$ cat src/rtl/uart_pkg.sv
// uart_pkg: shared UART transmitter state type, data width and baud divisor helper.
package uart_pkg;

    typedef enum logic [2:0] {IDLE, START, DATA, PARITY, STOP} uart_tx_state_e;

    localparam int UART_DATA_BITS = 8;

    function automatic int uart_clks_per_bit(input int clk_freq, input int baud);
        return (clk_freq + baud / 2) / baud;
    endfunction

endpackage

$ cat src/rtl/uart_sync_fifo.sv
// uart_sync_fifo: synchronous FIFO with flush, occupancy level and full/empty flags.
module uart_sync_fifo #(
    parameter int DEPTH = 16,
    parameter int WIDTH = 8
) (
    input  logic                     clk,
    input  logic                     rst_n,
    input  logic                     push,
    input  logic                     pop,
    input  logic                     flush,
    input  logic [WIDTH-1:0]         wdata,
    output logic [WIDTH-1:0]         rdata,
    output logic [$clog2(DEPTH):0]   level,
    output logic                     full,
    output logic                     empty
);

    localparam int AW = $clog2(DEPTH);
    localparam int LW = AW + 1;

    logic [WIDTH-1:0] mem [DEPTH];
    logic [AW-1:0]    wr_ptr;
    logic [AW-1:0]    rd_ptr;
    logic             do_push;
    logic             do_pop;

    // full ignores a same-cycle pop so a full FIFO never accepts
    assign full    = level == LW'(DEPTH);
    assign empty   = level == '0;
    assign do_push = push && !full && !flush;
    assign do_pop  = pop && !empty;
    assign rdata   = mem[rd_ptr];

    always_ff @(posedge clk)
        if (do_push) mem[wr_ptr] <= wdata;

    always_ff @(posedge clk or negedge rst_n) begin
        if (!rst_n) begin
            wr_ptr <= '0;
            rd_ptr <= '0;
            level  <= '0;
        end else if (flush) begin
            wr_ptr <= '0;
            rd_ptr <= '0;
            level  <= '0;
        end else begin
            wr_ptr <= wr_ptr + AW'(do_push);
            rd_ptr <= rd_ptr + AW'(do_pop);
            level  <= level + LW'(do_push) - LW'(do_pop);
        end
    end

endmodule

$ cat src/rtl/uart_tx_buffered.sv
// uart_tx_buffered: FIFO-buffered 8N1 UART transmitter.
// Define UART_TX_PARITY_EN for 8E1 framing (even parity bit after the data bits).
module uart_tx_buffered
    import uart_pkg::*;
#(
    parameter int CLK_FREQ   = 25_000_000,
    parameter int BAUD_RATE  = 115_200,
    parameter int FIFO_DEPTH = 16
) (
    input  logic                          clk_i,
    input  logic                          rst_ni,
    input  logic [UART_DATA_BITS-1:0]     data_i,
    input  logic                          valid_i,
    output logic                          ready_o,
    input  logic                          flush_i,
    output logic                          tx_o,
    output logic                          busy_o,
    output logic [$clog2(FIFO_DEPTH):0]   fifo_level_o
);

    localparam int CPB = uart_clks_per_bit(CLK_FREQ, BAUD_RATE);
    localparam int CW  = $clog2(CPB);

    if (CPB < 2) begin : g_bad_baud
        $error("uart_tx_buffered: clocks per bit must be at least 2");
    end
    if (FIFO_DEPTH < 2 || (FIFO_DEPTH & (FIFO_DEPTH - 1)) != 0) begin : g_bad_depth
        $error("uart_tx_buffered: FIFO_DEPTH must be a power of two >= 2");
    end

    uart_tx_state_e              state, state_n;
    logic [CW-1:0]               baud_cnt, baud_cnt_n;
    logic [2:0]                  bit_cnt, bit_cnt_n;
    logic [UART_DATA_BITS-1:0]   byte_q;
    logic [UART_DATA_BITS-1:0]   fifo_data;
    logic                        tx_q, tx_n;
    logic                        pop;
    logic                        baud_last;
    logic                        fifo_full;
    logic                        fifo_empty;

    uart_sync_fifo #(.DEPTH(FIFO_DEPTH), .WIDTH(UART_DATA_BITS)) u_fifo (
        .clk   (clk_i),
        .rst_n (rst_ni),
        .push  (valid_i),
        .pop   (pop),
        .flush (flush_i),
        .wdata (data_i),
        .rdata (fifo_data),
        .level (fifo_level_o),
        .full  (fifo_full),
        .empty (fifo_empty)
    );

    assign baud_last = baud_cnt == CW'(CPB - 1);

    always_comb begin
        state_n = state;
        pop     = 1'b0;
        case (state)
            IDLE: begin
                pop     = !fifo_empty;
                state_n = fifo_empty ? IDLE : START;
            end
            START: state_n = baud_last ? DATA : START;
`ifdef UART_TX_PARITY_EN
            DATA:   state_n = (baud_last && bit_cnt == 3'(UART_DATA_BITS - 1)) ? PARITY : DATA;
            PARITY: state_n = baud_last ? STOP : PARITY;
`else
            DATA:   state_n = (baud_last && bit_cnt == 3'(UART_DATA_BITS - 1)) ? STOP : DATA;
`endif
            STOP: if (baud_last) begin
                pop     = !fifo_empty;
                state_n = fifo_empty ? IDLE : START;
            end
            default: state_n = IDLE;
        endcase
        baud_cnt_n = (state == IDLE || state_n != state || baud_last) ? '0 : baud_cnt + CW'(1);
        bit_cnt_n  = (state == DATA && baud_last) ? bit_cnt + 3'd1 : bit_cnt;
        // tx is registered from the current state, so the line lags the FSM by one cycle
`ifdef UART_TX_PARITY_EN
        tx_n = state == START  ? 1'b0 :
               state == DATA   ? byte_q[bit_cnt] :
               state == PARITY ? ^byte_q : 1'b1;
`else
        tx_n = state == START ? 1'b0 :
               state == DATA  ? byte_q[bit_cnt] : 1'b1;
`endif
    end

    always_ff @(posedge clk_i or negedge rst_ni) begin
        if (!rst_ni) begin
            state    <= IDLE;
            baud_cnt <= '0;
            bit_cnt  <= '0;
            byte_q   <= '0;
            tx_q     <= 1'b1;
        end else begin
            state    <= state_n;
            baud_cnt <= baud_cnt_n;
            bit_cnt  <= bit_cnt_n;
            byte_q   <= pop ? fifo_data : byte_q;
            tx_q     <= tx_n;
        end
    end

    assign tx_o    = tx_q;
    assign ready_o = !fifo_full;
    assign busy_o  = state != IDLE || fifo_level_o != '0;

endmodule

$ cat config.mk
export PLATFORM = sky130hd
export DESIGN_NAME = uart_tx_buffered
export DESIGN_NICKNAME = d
export VERILOG_FILES = /design/src/rtl/uart_pkg.sv /design/src/rtl/uart_sync_fifo.sv /design/src/rtl/uart_tx_buffered.sv
export SDC_FILE = /design/constraint.sdc
export NUM_CORES = 1
export LEC_CHECK = 0
export CAP_MARGIN = 15
export CORE_MARGIN = 5
export CORE_UTILIZATION = 66
export CTS_CLUSTER_DIAMETER = 120
export DETAILED_ROUTE_END_ITERATION = 10
export PLACE_DENSITY_LB_ADDON = 0.2
export SETUP_SLACK_MARGIN = 0.4
export SYNTH_ARGS = -nofsm -noshare
export SYNTH_HDL_FRONTEND = slang
export SYNTH_SLANG_ARGS = --single-unit
$ cat constraint.sdc
create_clock -name clk_i -period 5.4 [get_ports clk_i]
set_clock_uncertainty 0.2 [all_clocks]
set_input_delay 1.08 -clock clk_i [delete_from_list [all_inputs] [get_ports clk_i]]
set_output_delay 1.08 -clock clk_i [all_outputs]
set_load 0.05 [all_outputs]
==> results of run 1 <==
cells by family after synthesis:
| logic type | Yosys count |
|---|---|
| xor gates and xnor gates | 13 |
| muxes | 69 |
| adders and majority gates | 15 |
| buffers and inverters | 28 |
| and+or+nand+nor | 76 |
| DFF | 164 |
| AOI/OAI and AO/OA | 11 |
synthesized netlist by cell type (all sizes together), types with 4 or more instances:
library cell and number:
a21oi 4, and3 4, buf 11, clkbuf 4, dfrtp 35, edfxtp 128
ha 14, inv 12, mux2 11, mux2i 24, mux4 34, nand2b 4
nand3 9, nor2 31, nor2b 7, nor3 7, xnor2 6, xor2 7
layer usage:
metal	routed length, um	vias to the layer above
met5	0	-
met4	127	0
met3	602	12
met2	6030	111
met1	5360	1717
li1	-	1543
power groups by stage:
stage          registers [uW]  clock network (uW)  logic (uW)
2_1_floorplan            1510                   0         142
3_3_place_gp             1490                   0         244
3_5_place_dp             1490                   0         249
4_1_cts                  1470                1220         253
5_1_grt                  1470                1290         273
6_report                 1470                1200         250
cells in the final DEF (no fill, tap or decap), types with 9 or more instances in the layout:
cell             instances
dfrtp_1                 35
inv_1                   12
edfxtp_1               128
ha_1                    14
mux2i_1                 24
clkdlybuf4s50_1         18
nand3_1                  9
clkbuf_16               16
nor2_1                  31
mux4_1                  30
mux2_2                  11
through the flow:
step,cell area [um^2],total power [uW]
5_1_grt,7790,3030
4_1_cts,7780,2940
2_1_floorplan,6940,1650
3_3_place_gp,7190,1730
3_5_place_dp,7190,1740
6_report,7790,2910
worst max path at each step:
stage,cells after the start,end,startpoint
floorplan,7,u_fifo.mem[0][0],u_fifo.level[2]
global placement,4,u_fifo.mem[0][0],flush_i
detailed placement,4,u_fifo.mem[0][7],flush_i
CTS,5,busy_o,u_fifo.level[2]
global route,5,busy_o,u_fifo.level[2]
finish,5,busy_o,u_fifo.level[2]
sequential cells by signal, summed over array words and instances (netlist names):
name	cells
u_fifo.mem	128
tx_o	1
baud_cnt	8
byte_q	8
bit_cnt	3
u_fifo.rd_ptr	4
u_fifo.wr_ptr	4
state	3
u_fifo.level	5
area by class of cell:
type	count	area, um^2
clock buffers	18	418
clock inverters	14	174
fillers	582	2490
inverters	13	48.8
multi-input cells	184	2030
flip-flops and latches	164	4750
well taps	136	170
repair buffers	22	208
==> results.cfg, run 1 <==
[status]
status = complete, no violations

[grt]
grt_pass1_wl_mm = 19.3
grt_util_met1 = 0.282
antenna_found_initial = 0
grtUsageTotal = 0.207
grt_pass1_vias = 3441
grt_util_met2 = 0.327
gr-total-overflow = 0
globalRoute.busiestLayer = met2
grtUsageMet3 = 0.0604
grt_max_degree = 37

[logic_synthesis]
ys_seq_area_frac = 0.684
synth_cells = 376
yosysWarnings = 0
synth-edff-count = 128
ys_types = 42
synth_top_family_by_area = multiplexers
yosys.area_share.adder = 0.0281
synth_ff_type = edfxtp_1
yosys.area_share.simple = 0.0573
synth_mux_area_frac = 0.179
synth_compound_area_frac = 0.0110
synthArstFlopShare = 0.220
synth_top_area_share = 0.554
synthXorXnorAreaFrac = 0.0164
synth_area_um2 = 6940
synth_seq_cells = 164
synthTopCellsByArea = edfxtp_1 (55%), dfrtp_1 (13%), mux4_1 (11%)
synth_top_area_cell = edfxtp_1
synth.net_count = 403
avgSynthCellArea_um2 = 18.5

[setup_path]
r2r-end = u_fifo.level[4]
reg2reg_slack_ns = 2.16
r2r_cells = 15
critPathSlowestCell = clkdlybuf4s50_1
critPathLaunchType = register
crit_fanout = 3
path_cells = inv_1 -> ha_1 -> nand3_1 -> nand3b_1 -> clkdlybuf4s50_1
r2r_start = baud_cnt[0]
path_delay_family = buffers and inverters
crit_path_end_kind = primary output
required_ns = 4.12
critPathMaxStageDelay_ns = 0.81
crit_type = reg -> out
arrival_ns = 2.34
path_buf_inv = 2

[power_and_ir_drop]
ir_worst_vdd_mv = 0.289
switching_share = 0.233
power_frac_seq = 0.503
p_leak_uw = 0.00273
comb_power_share = 0.086
p_clk_frac = 0.411
pwr_density_cell_nw_per_um2 = 374
p_int_uw = 2230
net-switching-power_uw = 680

[sta]
min_period_over_period = 0.671
totalNegativeSetupSlack_ns = 0
drv_slew = 0
hold_violations = 0
rsz0062_at_grt = no
post-route-min-period_ns = 3.62
relSlewSlack = 0.245
worst_slack_ns = 1.78
setup-violations-final = 0
worst-slew-pin-transition_ns = 1.12
max_freq_mhz = 276
whs_ns = 0.305

[cts]
cts_sinks = 164
clkLatencyLatePin_ns = 0.53
cts-root-buf = clkbuf_8
postCtsSetupBuffers = 0
h-tree-depth = 4
cts_hold_buf = 0
clockBufferDepth = 2
cts_tree = done
clk_pin_slew_ns = 0.06
cts_buffers = 17
ctsResizeCount = 0

[routing]
drt_wl_total_mm = 12.1
wire_per_inst_um = 22.0
drc = 0
drt_iter0_drc = 338
first_pass_iters = 7
ant_nets = 0
num_vias = 3383
viasPerCell = 6.14

[placed_design]
dp_hpwl_mm = 7.66
gp_congestion = 0.825
dp_cells = 518
pre_cts_ws_ns = 1.36
port_buffers = 19

[cells_and_area]
antenna_cells = 0
utilization = 0.758
syn2layout_area_growth_pct = 12.3
layout-drive-gt1-share = 0.125
fin_cells = 551
fin_nets = 429

[hold_path]
worstHoldStart = byte_q[0]
hold_end = byte_q[0]
min_path_type = reg -> reg
holdPathStages = 1

[die]
die_w_um = 113
io_pins = 20
rows = 37
fp.dieH_um = 113
coreArea_um2 = 10300
dieArea_um2 = 12700
initial_core_util = 0.675

[job]
maxCapViolations = 0
Note: power is estimated with default switching activity, not from simulation.
==> run 2, diff against run 1 <==
--- a/config.mk
+++ b/config.mk
@@ -7,7 +7,7 @@
 export LEC_CHECK = 0
 export CAP_MARGIN = 15
 export CORE_MARGIN = 5
-export CORE_UTILIZATION = 66
+export CORE_UTILIZATION = 61
 export CTS_CLUSTER_DIAMETER = 120
 export DETAILED_ROUTE_END_ITERATION = 10
 export PLACE_DENSITY_LB_ADDON = 0.2
==> constraint.sdc (replaced) <==
create_clock -name clk_i -period 3.5 [get_ports clk_i]
set_clock_uncertainty 0.2 [all_clocks]
set_input_delay 0.7 -clock clk_i [delete_from_list [all_inputs] [get_ports clk_i]]
set_output_delay 0.7 -clock clk_i [all_outputs]
set_load 0.05 [all_outputs]
==> run 2 against run 1 <==
Global-route usage decreased by 0.065 points. Clock power grew 47%. Die area rose by 7.5%. Largest power group unchanged. Critical path depth decreased by 1. Critical endpoint is now ready_o. Worst setup slack got worse by 1.2 ns. First-iteration DRC count shrank 22%.
==> results.cfg, run 2 (synthesis results as in run 1) <==
[status]
status = complete, no violations

[routing]
drt_iter0_drc = 263
wire_per_inst_um = 21.5
drc = 0
viasPerCell = 5.92
num_vias = 3444
drt_wl_total_mm = 12.5
ant_nets = 0
first_pass_iters = 4

[cells_and_area]
fillers = 730
fin_nets = 454
antenna_cells = 0
layout-drive-gt1-share = 0.189
regMostFlops = u_fifo.mem
largest_register_ffs = 128
layout_common_cells = edfxtp_1 (128), dfrtp_1 (35), nor2_1 (31)
regArea_um2 = 4750
syn2layout_area_growth_pct = 15.3
final_common_cell = edfxtp_1
largestRegisters = u_fifo.mem: 128 flops, baud_cnt: 8 flops, byte_q: 8 flops
multi_input_comb_area_um2 = 2070

[sta]
hold_violations = 0
min_period_over_period = 0.838
worst-slew-pin-transition_ns = 1.10
rsz0062_at_grt = no
post-route-min-period_ns = 2.93
relSlewSlack = 0.266
totalNegativeSetupSlack_ns = 0
max_freq_mhz = 341
drv_slew = 0
whs_ns = 0.307
setup-violations-final = 0

[grt]
gr-total-overflow = 0
antenna_found_initial = 0
grt_max_degree = 37
grtUsageTotal = 0.206
grt_pass1_wl_mm = 19.7
grt_pass1_vias = 3497

[die]
fp.dieH_um = 117
io_pins = 20
coreArea_um2 = 11300
die_w_um = 117
rows = 39
initial_core_util = 0.615
dieArea_um2 = 13600

[cts]
clkLatencyLatePin_ns = 0.43
cts_sinks = 164
h-tree-depth = 4
clockBufferDepth = 2
cts_hold_buf = 0
cts_buffers = 17
cts_tree = done
clk_pin_slew_ns = 0.07
cts-root-buf = clkbuf_16

[placed_design]
port_buffers = 19
dp_hpwl_mm = 7.52
gp_congestion = 0.792

[power_and_ir_drop]
ir_worst_vdd_mv = 0.546
p_leak_uw = 0.00285
pwr_density_cell_nw_per_um2 = 558

[setup_path]
path_buf_inv = 2
required_ns = 2.60
crit_fanout = 3
critPathSlowestCell = clkdlybuf4s50_1
arrival_ns = 2.03
path_cells = inv_1 -> ha_1 -> nand4bb_2 -> clkdlybuf4s50_1
crit_path_end_kind = primary output
crit_type = reg -> out
critPathMaxStageDelay_ns = 0.81
critPathLaunchType = register
path_delay_family = buffers and inverters

[hold_path]
min_path_type = reg -> reg

[job]
maxCapViolations = 0
==> run 2: repair_timing <==
item                       4_1_cts  5_1_grt
setup buffers                    0        8
gates resized for setup          2        6
cloned                           0        0
pin swaps                        0        3
setup endpoints to repair        2        1
==> run 2: worst paths after layout <==
path | from | to | slack [ns] | cells past startpoint
worst min-delay path | byte_q[0] | byte_q[0] | 0.31 | 1
max in group asynchronous | rst_ni | tx_o | 2.26 | 2
min in group asynchronous | rst_ni | u_fifo.level[3] | 0.48 | 2
worst max register to register | baud_cnt[0] | u_fifo.level[4] | 0.66 | 15
worst min register to register | byte_q[0] | byte_q[0] | 0.31 | 1
worst max-delay path | u_fifo.level[2] | ready_o | 0.57 | 4
==> run 2: layout make-up <==
class	count	share of cell area
clock buffers	17	0.0532
inverters	13	0.00610
multi-input cells	184	0.259
flip-flops and latches	164	0.593
well taps	143	0.0224
repair buffers	47	0.0499
clock inverters	14	0.0164
==> run 2: per-layer routing <==
metal | vias up | share of wire | GRT usage
li1 | 1588 | - | -
met1 | 1764 | 0.45 | 0.279
met2 | 77 | 0.49 | 0.325
met3 | 15 | 0.039 | 0.0534
met4 | 0 | 0.018 | 0.0810
met5 | - | 0 | 0
==> run 2: where the power goes <==
group / internal, uW / switching, uW / total [uW]
sequential: 2190 / 73.0 / 2260
combinational: 186 / 253 / 440
clock: 983 / 779 / 1760
total: 3360 / 1100 / 4460
==> run 2: stage by stage <==
step / std cells / total power, uW / util / area (um^2) / setup slack [ns]
final: 582 / 4460 / 0.710 / 8000 / 0.566
after global routing: 582 / 4640 / 0.710 / 8000 / 0.443
after CTS: 574 / 4450 / 0.702 / 7910 / 0.387
after detailed placement: 543 / 2700 / 0.652 / 7350 / 0.316
after global placement: 543 / 2680 / 0.652 / 7350 / 0.503
after floorplan: 376 / 2550 / - / 6950 / 0.473
==> run 3, diff against run 2 <==
==> constraint.sdc (replaced) <==
create_clock -name clk_i -period 3.1 [get_ports clk_i]
set_clock_uncertainty 0.2 [all_clocks]
set_input_delay 0.62 -clock clk_i [delete_from_list [all_inputs] [get_ports clk_i]]
set_output_delay 0.62 -clock clk_i [all_outputs]
set_load 0.05 [all_outputs]
==> run 3 against run 2 <==
Wire length is 0.69% lower. Cell area is 1.0% higher. Sequential power is 13% higher. Non-clock buffer count is 3 lower. Combinational power is 21% higher. Critical endpoint is now u_fifo.level[4]. Largest cell class unchanged. Highest routed layer unchanged.
==> results.cfg, run 3 (synthesis results as in run 1) <==
[status]
status = complete, no violations

[sta]
setup-violations-final = 0
worst-slew-pin-transition_ns = 0.679
whs_ns = 0.301
hold_violations = 0
rsz0062_at_grt = yes
drv_slew = 0
relSlewSlack = 0.546
post-route-min-period_ns = 2.60
totalNegativeSetupSlack_ns = 0
max_freq_mhz = 385
min_period_over_period = 0.838

[routing]
ant_nets = 0
num_vias = 3440
drt_iter0_drc = 251
wire_per_inst_um = 21.5
viasPerCell = 5.93
first_pass_iters = 4
drt_wl_total_mm = 12.5
drc = 0

[cells_and_area]
fin_nets = 451
largest_register_ffs = 128
regMostFlops = u_fifo.mem
largestRegisters = u_fifo.mem: 128 flops, baud_cnt: 8 flops, byte_q: 8 flops
syn2layout_area_growth_pct = 16.5
fillers = 685
layout-drive-gt1-share = 0.227
final_common_cell = edfxtp_1
layout_common_cells = edfxtp_1 (128), dfrtp_1 (31), mux4_1 (30)
fin_cells = 580
antenna_cells = 0

[setup_path]
critPathMaxStageDelay_ns = 0.39
path_delay_family = simple AND/OR/NAND/NOR gates
r2r_cells = 13
critPathSlowestCell = dfrtp_1
required_ns = 3.20
critPathLaunchType = register
crit_fanout = 4
crit_top_cell = inv_2
r2r-end = u_fifo.level[4]
crit_path_end_kind = register
arrival_ns = 2.70
reg2reg_slack_ns = 0.50
path_buf_inv = 3
crit_type = reg -> reg
r2r_start = baud_cnt[5]
path_cells = nand4b_1 -> nor3_4 -> o211ai_4 -> inv_2 -> ha_4 -> inv_2 -> ha_4 -> inv_2 -> fa_2 -> nor2b_2 -> o21bai_1 -> a21oi_1 -> nor3b_2

[power_and_ir_drop]
p_clk_frac = 0.393
p_leak_uw = 0.00284
comb_power_share = 0.105
design_power_total_uw = 5090
p_int_uw = 3890
switching_share = 0.236
power_frac_seq = 0.502
pwr_density_cell_nw_per_um2 = 630
net-switching-power_uw = 1200
ir_worst_vdd_mv = 0.385

[placed_design]
dp_cells = 540
port_buffers = 19
dp_hpwl_mm = 7.80
gp_congestion = 0.780

[grt]
grt_pass1_vias = 3575
antenna_found_initial = 0
grt_pass1_wl_mm = 19.7
grt_max_degree = 37
grtUsageTotal = 0.202
gr-total-overflow = 0

[cts]
h-tree-depth = 4
cts_tree = done
cts_sinks = 164
clkLatencyLatePin_ns = 0.41
cts_buffers = 17
cts-root-buf = clkbuf_16
clk_pin_slew_ns = 0.06
clockBufferDepth = 2

[hold_path]
min_path_type = reg -> reg
worstHoldStart = byte_q[6]
hold_end = byte_q[6]
holdPathStages = 1

[die]
initial_core_util = 0.615
coreArea_um2 = 11300
dieArea_um2 = 13600
fp.dieH_um = 117
die_w_um = 117
rows = 39
io_pins = 20

[job]
maxCapViolations = 0
run 3: cell count changes in the layout (fill, tap and decap cells not counted), moves of 3 or more:
cell / delta
nor3_1: -3
inv_1: -5
inv_2: +5
ha_1: -4
dfrtp_2: +4
dfrtp_1: -4
buf_4: -4
ha_4: +3
nor2_1: -3
run 3: worst max path at each step:
stage / start / end / slack, ns / depth (start not counted)
detailed placement: flush_i / u_fifo.mem[8][5] / 0.15 / 4
global route: baud_cnt[5] / u_fifo.level[4] / 0.31 / 13
finish: baud_cnt[5] / u_fifo.level[4] / 0.50 / 13
global placement: flush_i / u_fifo.mem[4][5] / 0.17 / 4
floorplan: baud_cnt[5] / u_fifo.level[4] / 0.38 / 13
CTS: baud_cnt[1] / u_fifo.level[4] / 0.41 / 15
run 3: metal layers:
layer,wire length [um],up-vias,global-route usage
met3,398,16,0.0404
li1,-,1576,-
met4,207,0,0.0696
met5,0,-,0
met2,6380,64,0.335
met1,5460,1784,0.272
run 3: area by class of cell:
type / count / area [um^2] / share of cell area
clock buffer: 19 / 433 / 0.0536
clock inverter: 13 / 133 / 0.0164
inverter: 13 / 48.8 / 0.00604
multi-input combinational: 184 / 2150 / 0.266
sequential: 164 / 4750 / 0.588
tap: 143 / 179 / 0.0221
timing repair buffer: 44 / 384 / 0.0475
run 3: worst reg2reg max path, stage by stage, from the launching register on:
cell,delay [ns]
dfrtp_1,0.39
nand4b_1,0.24
nor3_4,0.25
o211ai_4,0.11
inv_2,0.09
ha_4,0.19
inv_2,0.06
ha_4,0.13
inv_2,0.03
fa_2,0.33
nor2b_2,0.13
o21bai_1,0.10
a21oi_1,0.16
nor3b_2,0.06
run 3: per-stage QoR:
stage | worst slack, ns | utilization | instance area, um^2
after floorplan | 0.381 | - | 7050
after global placement | 0.169 | 0.660 | 7440
after detailed placement | 0.155 | 0.660 | 7440
after CTS | 0.407 | 0.716 | 8070
after global routing | 0.310 | 0.717 | 8080
final | 0.502 | 0.717 | 8080
run 3: repair_timing:
action,CTS,global route
resized for setup,6,3
hold buffers,0,0
pin swaps,6,6
setup buffers,7,1
setup endpoints to repair,3,2
gates cloned,0,0
run 3: power by group through the flow:
stage	combinational, uW	sequential (uW)	clock [uW]
global route	587	2570	2130
finish	533	2560	2000
floorplan	296	2640	0
CTS	526	2560	2030
detailed placement	500	2610	0
global placement	483	2600	0
